**config.mk**
```make
export PLATFORM = sky130hd
export DESIGN_NAME = fifo_ex_flat
export DESIGN_NICKNAME = d
export VERILOG_FILES = /design/src/rtl/fifo_ex_pkg.sv /design/src/rtl/fifo_ex_if.sv /design/src/rtl/fifo_ex_mem.sv /design/src/rtl/fifo_ex.sv /design/src/flat_wrapper.sv
export SDC_FILE = /design/constraint.sdc
export NUM_CORES = 1
export LEC_CHECK = 0
export BUFFER_PORTS_ARGS = -buffer_cell sky130_fd_sc_hd__clkbuf_2
export CAP_MARGIN = 20
export CORE_UTILIZATION = 38
export CTS_CLUSTER_SIZE = 12
export DETAILED_ROUTE_END_ITERATION = 8
export PLACE_DENSITY = 0.62
export SYNTH_ARGS = -nofsm -noshare
export SYNTH_HDL_FRONTEND = slang
export SYNTH_SLANG_ARGS = --single-unit
```
**constraint.sdc**
```tcl
create_clock -name CLK -period 4.8 [get_ports CLK]
set_input_delay 0.96 -clock CLK [delete_from_list [all_inputs] [get_ports CLK]]
set_output_delay 0.96 -clock CLK [all_outputs]
set_load 0.02 [all_outputs]
```
**src/rtl/fifo_ex_pkg.sv**
```systemverilog
`default_nettype none
// ============================================================================
//  Module      : fifo_ex_pkg
//  Description : Shared read-mode constants and width helper for fifo_ex.
//  Revision    : 1.0  initial release
// ============================================================================
package fifo_ex_pkg;

    localparam int FIFO_STD  = 0;
    localparam int FIFO_FWFT = 1;

    // Occupancy must represent 0..DEPTH inclusive, hence one extra bit.
    function automatic int usage_w(input int size_e);
        return size_e + 1;
    endfunction

endpackage : fifo_ex_pkg
`default_nettype wire

```
**src/rtl/fifo_ex_if.sv**
```systemverilog
`default_nettype none
// ============================================================================
//  Module      : fifo_ex_if
//  Description : Request/status bundle between a FIFO user (master) and fifo_ex (slave).
//  Revision    : 1.0  initial release
// ============================================================================
interface fifo_ex_if
    import fifo_ex_pkg::*;
#(
    parameter int WIDTH  = 8,
    parameter int SIZE_E = 7
) ();

    logic                          WRITE;
    logic                          READ;
    logic                          CLR_ERR;
    logic [WIDTH-1:0]              D;
    logic [WIDTH-1:0]              Q;
    logic                          EMPTY;
    logic                          FULL;
    logic                          AEMPTY;
    logic                          AFULL;
    logic [usage_w(SIZE_E)-1:0]    USAGE;
    logic                          OVF;
    logic                          UDF;

    modport master (
        output WRITE, READ, CLR_ERR, D,
        input  Q, EMPTY, FULL, AEMPTY, AFULL, USAGE, OVF, UDF
    );

    modport slave (
        input  WRITE, READ, CLR_ERR, D,
        output Q, EMPTY, FULL, AEMPTY, AFULL, USAGE, OVF, UDF
    );

endinterface : fifo_ex_if
`default_nettype wire

```
**src/rtl/fifo_ex_mem.sv**
```systemverilog
`default_nettype none
// ============================================================================
//  Module      : fifo_ex_mem
//  Description : DEPTH x WIDTH register array, synchronous write, asynchronous read.
//  Revision    : 1.0  initial release
// ============================================================================
module fifo_ex_mem #(
    parameter int WIDTH  = 8,
    parameter int SIZE_E = 7
) (
    input  wire logic              CLK,
    input  wire logic              i_we,
    input  wire logic [SIZE_E-1:0] i_waddr,
    input  wire logic [WIDTH-1:0]  i_wdata,
    input  wire logic [SIZE_E-1:0] i_raddr,
    output      logic [WIDTH-1:0]  o_rdata
);

    localparam int c_depth = 2 ** SIZE_E;

    // Contents are deliberately not reset; occupancy tracking makes stale words invisible.
    logic [WIDTH-1:0] r_mem [c_depth];

    always_ff @(posedge CLK) begin
        if (i_we) begin
            r_mem[i_waddr] <= i_wdata;
        end
    end

    assign o_rdata = r_mem[i_raddr];

endmodule : fifo_ex_mem
`default_nettype wire

```
**src/rtl/fifo_ex.sv**
```systemverilog
`default_nettype none
// ============================================================================
//  Module      : fifo_ex
//  Description : Synchronous FIFO with exact occupancy, thresholds, FWFT option, sticky errors.
//  Revision    : 1.0  initial release
// ============================================================================
module fifo_ex
    import fifo_ex_pkg::*;
#(
    parameter int WIDTH     = 8,
    parameter int SIZE_E    = 7,
    parameter int FWFT      = FIFO_STD,
    parameter int AFULL_TH  = 2 ** SIZE_E - 2,
    parameter int AEMPTY_TH = 2
) (
    input wire logic CLK,
    input wire logic RST,
    fifo_ex_if.slave bus
);

    localparam int                 c_depth     = 2 ** SIZE_E;
    localparam int                 c_uw        = usage_w(SIZE_E);
    localparam logic [c_uw-1:0]    c_usage_max = c_uw'(c_depth);
    localparam logic [c_uw-1:0]    c_usage_one = c_uw'(1);
    localparam logic [c_uw-1:0]    c_afull_th  = c_uw'(AFULL_TH);
    localparam logic [c_uw-1:0]    c_aempty_th = c_uw'(AEMPTY_TH);
    localparam logic [SIZE_E-1:0]  c_ptr_one   = SIZE_E'(1);

    logic [SIZE_E-1:0] r_wr_ptr;
    logic [SIZE_E-1:0] r_rd_ptr;
    logic [c_uw-1:0]   r_usage;
    logic              r_ovf;
    logic              r_udf;
    logic              w_empty;
    logic              w_full;
    logic              w_rd_ok;
    logic              w_wr_ok;
    logic [WIDTH-1:0]  w_rdata;

    assign w_empty = (r_usage == '0);
    assign w_full  = (r_usage == c_usage_max);
    assign w_rd_ok = bus.READ & ~w_empty;
    // A full FIFO still takes a write when a read frees the slot in the same cycle.
    assign w_wr_ok = bus.WRITE & (~w_full | w_rd_ok);

    always_ff @(posedge CLK) begin
        if (RST) begin
            r_wr_ptr <= '0;
            r_rd_ptr <= '0;
            r_usage  <= '0;
            r_ovf    <= 1'b0;
            r_udf    <= 1'b0;
        end else begin
            if (w_wr_ok) begin
                r_wr_ptr <= r_wr_ptr + c_ptr_one;
            end
            if (w_rd_ok) begin
                r_rd_ptr <= r_rd_ptr + c_ptr_one;
            end
            if (w_wr_ok && !w_rd_ok) begin
                r_usage <= r_usage + c_usage_one;
            end else if (w_rd_ok && !w_wr_ok) begin
                r_usage <= r_usage - c_usage_one;
            end
            // A new error event in the clearing cycle takes precedence.
            if (bus.WRITE && !w_wr_ok) begin
                r_ovf <= 1'b1;
            end else if (bus.CLR_ERR) begin
                r_ovf <= 1'b0;
            end
            if (bus.READ && !w_rd_ok) begin
                r_udf <= 1'b1;
            end else if (bus.CLR_ERR) begin
                r_udf <= 1'b0;
            end
        end
    end

    fifo_ex_mem #(
        .WIDTH  (WIDTH),
        .SIZE_E (SIZE_E)
    ) u_mem (
        .CLK     (CLK),
        .i_we    (w_wr_ok),
        .i_waddr (r_wr_ptr),
        .i_wdata (bus.D),
        .i_raddr (r_rd_ptr),
        .o_rdata (w_rdata)
    );

    generate
        if (FWFT == FIFO_FWFT) begin : g_fwft
            assign bus.Q = w_rdata;
        end else begin : g_std
            logic [WIDTH-1:0] r_q;

            always_ff @(posedge CLK) begin
                if (RST) begin
                    r_q <= '0;
                end else if (w_rd_ok) begin
                    r_q <= w_rdata;
                end
            end

            assign bus.Q = r_q;
        end
    endgenerate

    assign bus.EMPTY  = w_empty;
    assign bus.FULL   = w_full;
    assign bus.AEMPTY = (r_usage <= c_aempty_th);
    assign bus.AFULL  = (r_usage >= c_afull_th);
    assign bus.USAGE  = r_usage;
    assign bus.OVF    = r_ovf;
    assign bus.UDF    = r_udf;

endmodule : fifo_ex
`default_nettype wire

```
**src/flat_wrapper.sv**
```systemverilog
// flat-port wrapper written by rule: the top's interface ports become plain ports
module fifo_ex_flat import fifo_ex_pkg::*;
#(
    parameter int WIDTH     = 8,
    parameter int SIZE_E    = 7,
    parameter int FWFT      = FIFO_STD,
    parameter int AFULL_TH  = 2 ** SIZE_E - 2,
    parameter int AEMPTY_TH = 2
)
  (CLK, RST, bus_WRITE, bus_READ, bus_CLR_ERR, bus_D, bus_Q, bus_EMPTY, bus_FULL, bus_AEMPTY, bus_AFULL, bus_USAGE, bus_OVF, bus_UDF);
  fifo_ex_if #(.WIDTH(WIDTH), .SIZE_E(SIZE_E)) bus_i ();
  input wire logic CLK;
  input wire logic RST;
  input wire logic [$bits(bus_i.WRITE)-1:0] bus_WRITE;
  input wire logic [$bits(bus_i.READ)-1:0] bus_READ;
  input wire logic [$bits(bus_i.CLR_ERR)-1:0] bus_CLR_ERR;
  input wire logic [$bits(bus_i.D)-1:0] bus_D;
  output wire logic [$bits(bus_i.Q)-1:0] bus_Q;
  output wire logic [$bits(bus_i.EMPTY)-1:0] bus_EMPTY;
  output wire logic [$bits(bus_i.FULL)-1:0] bus_FULL;
  output wire logic [$bits(bus_i.AEMPTY)-1:0] bus_AEMPTY;
  output wire logic [$bits(bus_i.AFULL)-1:0] bus_AFULL;
  output wire logic [$bits(bus_i.USAGE)-1:0] bus_USAGE;
  output wire logic [$bits(bus_i.OVF)-1:0] bus_OVF;
  output wire logic [$bits(bus_i.UDF)-1:0] bus_UDF;
  assign bus_i.WRITE = bus_WRITE;
  assign bus_i.READ = bus_READ;
  assign bus_i.CLR_ERR = bus_CLR_ERR;
  assign bus_i.D = bus_D;
  assign bus_Q = bus_i.Q;
  assign bus_EMPTY = bus_i.EMPTY;
  assign bus_FULL = bus_i.FULL;
  assign bus_AEMPTY = bus_i.AEMPTY;
  assign bus_AFULL = bus_i.AFULL;
  assign bus_USAGE = bus_i.USAGE;
  assign bus_OVF = bus_i.OVF;
  assign bus_UDF = bus_i.UDF;
  fifo_ex #(.WIDTH(WIDTH), .SIZE_E(SIZE_E), .FWFT(FWFT), .AFULL_TH(AFULL_TH), .AEMPTY_TH(AEMPTY_TH)) u_core (.CLK(CLK), .RST(RST), .bus(bus_i));
endmodule
```
==> results by stage <==
Run status:
- The flow ran to the end, and the final reports show no timing, DRC or antenna violations.

Hold path:
- The worst hold path class is register to register.
- The depth of the worst hold-timing path is 2.

Detailed routing:
- The wire length per cell is 27.5 um.
- The first TritonRoute pass finished after 6 iterations.
- In this run, the number of DRC markers left after iteration 0 of detailed routing was 2369.
- The detailed-route via count is 20900.
- The antenna violation net count after detailed routing is 0.
- The routed via count divided by cell count is 5.73.
- In the routed design, unresolved DRC markers number 0.
- The final routed wirelength across all metal layers is 99.9 mm.

Synth:
- The leading register cell type out of synthesis is edfxtp_1.
- Averaged over all synthesized cells, the footprint is 19.8 um2.
- In this run, synthesis inferred 1024 flip-flops with an integrated enable.
- The number of distinct library cell variants in the gate-level netlist after synthesis is 62.
- The gate count of the mapped netlist is 2100.
- The synthesized design contains 1056 register bits.
- Counting every net in the synthesized netlist gives 2124.
- The sequential share of the synthesized area is 0.757.
- Of all flip-flops after synthesis, the portion carrying an async set or reset was 0.
- The post-synthesis cell area is 41500 um2.
- The total number of yosys warnings is 0.

Placement:
- The number of input and output port buffers inserted is 34.
- The post-DP HPWL is 59.1 mm.
- Counting tap cells, the placed design contains a total of 3466 instances.
- The post-detailed-placement cell area is 43300 um2.
- The congestion estimate from routability-driven global placement came to 0.867.

STA:
- After routing, the total negative slack on setup checks comes to 0 ns.
- The final setup violation count is 0.
- The count of final hold-check violations is 0.
- The largest clock skew in the final design is 0.0177 ns.
- At the pin with the least slew margin, the transition time is 1.04 ns.
- The count of pins over their slew limit is 0.
- The upper clock frequency limit is 254 MHz.
- The worst slew slack as a fraction of its limit is 0.307.
- The clock period minus final worst setup slack is 3.94 ns.
- The final cycle utilization of the critical path is 0.821.
- Setup repair after global routing left no endpoint under its margin.

Job:
- The count of maximum capacitance violations is 0.

Global route:
- For this run the aggregate overflow at the end of global routing stands at 0.
- Entering global routing, the biggest net connects 129 pins.
- The global-route wire length before repair is 147 mm.
- For this run, the total global-route usage over all layers was measured as 0.181.
- The via count of the first global-routing pass is 21000.
- The initial antenna violation count was 1.

CTS:
- The clock tree from TritonCTS is yes.
- The number of buffers added for setup after CTS is 0.
- The clock input transition at the sequential cells of the worst setup and hold paths is 0.06 ns.
- CTS saw 1056 sinks.
- The root buffer cell is clkbuf_16.
- Hold repair after CTS inserted 0 buffers.
- The worst-case clock buffer depth is 3.
- The depth of the CTS H-tree is 3.
- The worst-skew pair later-pin latency is 0.66 ns.
- The number of clock buffers inserted by TritonCTS is 105.
- In this run, post-CTS repair resized a total of 0 instances.

Power:
- Dividing total power by cell area gives a power density of 449 nW/um2.
- Cell internal power was estimated by the tool at 15.6 mW.
- The post-route total power is 20.8 mW.
- The share of total power dissipated in combinational logic is 0.145.
- The analysis attributes to net switching a power of 5.18 mW.
- Of the total power, the share spent switching nets is 0.249.
- VDD sags by at most 0.000263 V.
- The share of total power dissipated in sequential elements is 0.498.
- The clock group share of total power is 0.357.
- In this run the static leakage power is 14.1 nW.

Floorplanning:
- The region available for standard cell placement spans 108000 um2.
- The die extent in x is 332 um.
- From bottom edge to top edge, the die measures 332 um.
- The count of standard-cell rows is 120.
- The initial standard-cell utilization of the core is 0.385.
- 35 I/O pins were placed.
- The die covers 110000 um2.

Worst setup path:
- The startpoint type of the worst setup path is a register.
- The worst setup path is captured at a register.
- In this run the worst path has a maximum fanout of 9.
- The internal reg-to-reg setup slack is 0.86 ns.
- Data arrives at the worst endpoint at 4.50 ns.
- At the worst endpoint, the required time is 5.36 ns.
- The type of the worst setup path is register to register.
- The cell count of the worst reg-to-reg path is 13.

Layout:
- In the layout the commonest cells are edfxtp_1 (1024), mux4_2 (233), nor2_1 (200), mux2i_1 (108), clkbuf_16 (105).
- The layout cell share with drive strength beyond 1 is 0.205.
- The area added between synthesis and finish is 11.7%.
- The post-route non-filler standard cell count is 3637.
- The finished cells cover 46300 um2.
- The library cell used most frequently in the layout, excluding fill and tap cells, is edfxtp_1.
- The number of nets in the layout is 2194.
- The number of antenna diodes in the final layout is 0.
power by group through the flow:
stage | registers (mW) | logic (mW) | clock network [mW]
5_1_grt | 10.4 | 3.21 | 7.87
4_1_cts | 10.4 | 3.04 | 7.53
3_5_place_dp | 10.6 | 3.03 | 0
2_1_floorplan | 10.5 | 2.10 | 0
6_report | 10.4 | 3.02 | 7.44
3_3_place_gp | 10.5 | 3.00 | 0
metal layers:
metal | track usage | share of wire | vias up
met2 | 0.281 | 0.47 | 1004
met5 | 0 | 0 | -
met1 | 0.265 | 0.43 | 11000
li1 | - | - | 8666
met4 | 0.0458 | 0.020 | 0
met3 | 0.0291 | 0.077 | 148
synth_stat cells, types with 10 or more instances:
| cell type | number | share of area |
|---|---|---|
| dfxtp_1 | 32 | 0.015 |
| mux2i_1 | 108 | 0.026 |
| nor2_1 | 200 | 0.018 |
| buf_1 | 11 | 0.0010 |
| buf_4 | 14 | 0.0025 |
| buf_6 | 14 | 0.0038 |
| o21ai_0 | 15 | 0.0018 |
| a21oi_1 | 46 | 0.0056 |
| ha_1 | 10 | 0.0030 |
| mux4_2 | 233 | 0.13 |
| buf_2 | 37 | 0.0045 |
| o221ai_1 | 12 | 0.0025 |
| clkbuf_1 | 37 | 0.0033 |
| o22ai_1 | 27 | 0.0041 |
| nor3_1 | 16 | 0.0019 |
| nor2b_1 | 11 | 0.0017 |
| edfxtp_1 | 1024 | 0.74 |
| a211oi_1 | 22 | 0.0040 |
| nand3_1 | 10 | 0.0012 |
| nand2_1 | 94 | 0.0085 |
path summary, 6_finish.rpt:
path,start,to
setup / recovery,u_core.bus.USAGE[4],u_core.bus.USAGE[7]
hold / removal,u_core.bus.OVF,u_core.bus.OVF
setup reg to reg,u_core.bus.USAGE[4],u_core.bus.USAGE[7]
hold reg to reg,u_core.bus.OVF,u_core.bus.OVF
worst max-delay path, cell delays in order, from the launching register on:
cell       delay (ns)
dfxtp_1          0.36
nor4_1           0.56
nand4_1          0.20
o21a_1           0.31
ha_1             0.26
inv_1            0.25
ha_1             0.30
a21o_1           0.18
a21oi_1          0.21
o21bai_1         0.11
a2111oi_0        0.46
nor3_1           0.13
mux2i_1          0.17
mux2_2           0.34
metrics by stage:
stage / worst slack [ns] / util / hold WS [ns]
floorplan: 1.01 / - / 0.494
global placement: 0.794 / 0.402 / 0.494
finish: 0.861 / 0.430 / 0.523
global route: 0.544 / 0.430 / 0.573
CTS: 0.853 / 0.430 / 0.519
detailed placement: 0.829 / 0.402 / 0.503
sequential cells by signal, indices dropped and copies added, names as in the netlist:
signal              flops
u_core.bus.UDF          1
u_core.u_mem.r_mem   1024
u_core.r_rd_ptr         7
u_core.bus.OVF          1
u_core.bus.USAGE        8
u_core.r_wr_ptr         7
u_core.bus.Q            8
cells by family (layout without fill, tap and decap cells):
logic type / Yosys count / after routing / synth area share
flops: 1056 / 1056 / 0.757
simple gates: 373 / 373 / 0.0384
mux: 344 / 344 / 0.153
compound gates: 174 / 174 / 0.0276
buf+inv: 127 / 261 / 0.0171
xor+xnor: 15 / 15 / 0.00317
fa+ha+maj: 11 / 11 / 0.00350
final cells by class:
class / count / area (um2)
Clock inverter: 34 / 241
Timing Repair Buffer: 78 / 696
Fill cell: 9078 / 61300
Sequential cell: 1056 / 31400
Clock buffer: 137 / 2770
Inverter: 12 / 45.0
Tap cell: 1403 / 1760
Multi-Input combinational cell: 917 / 9400
No activity file was read; power rests on OpenSTA's default activity.
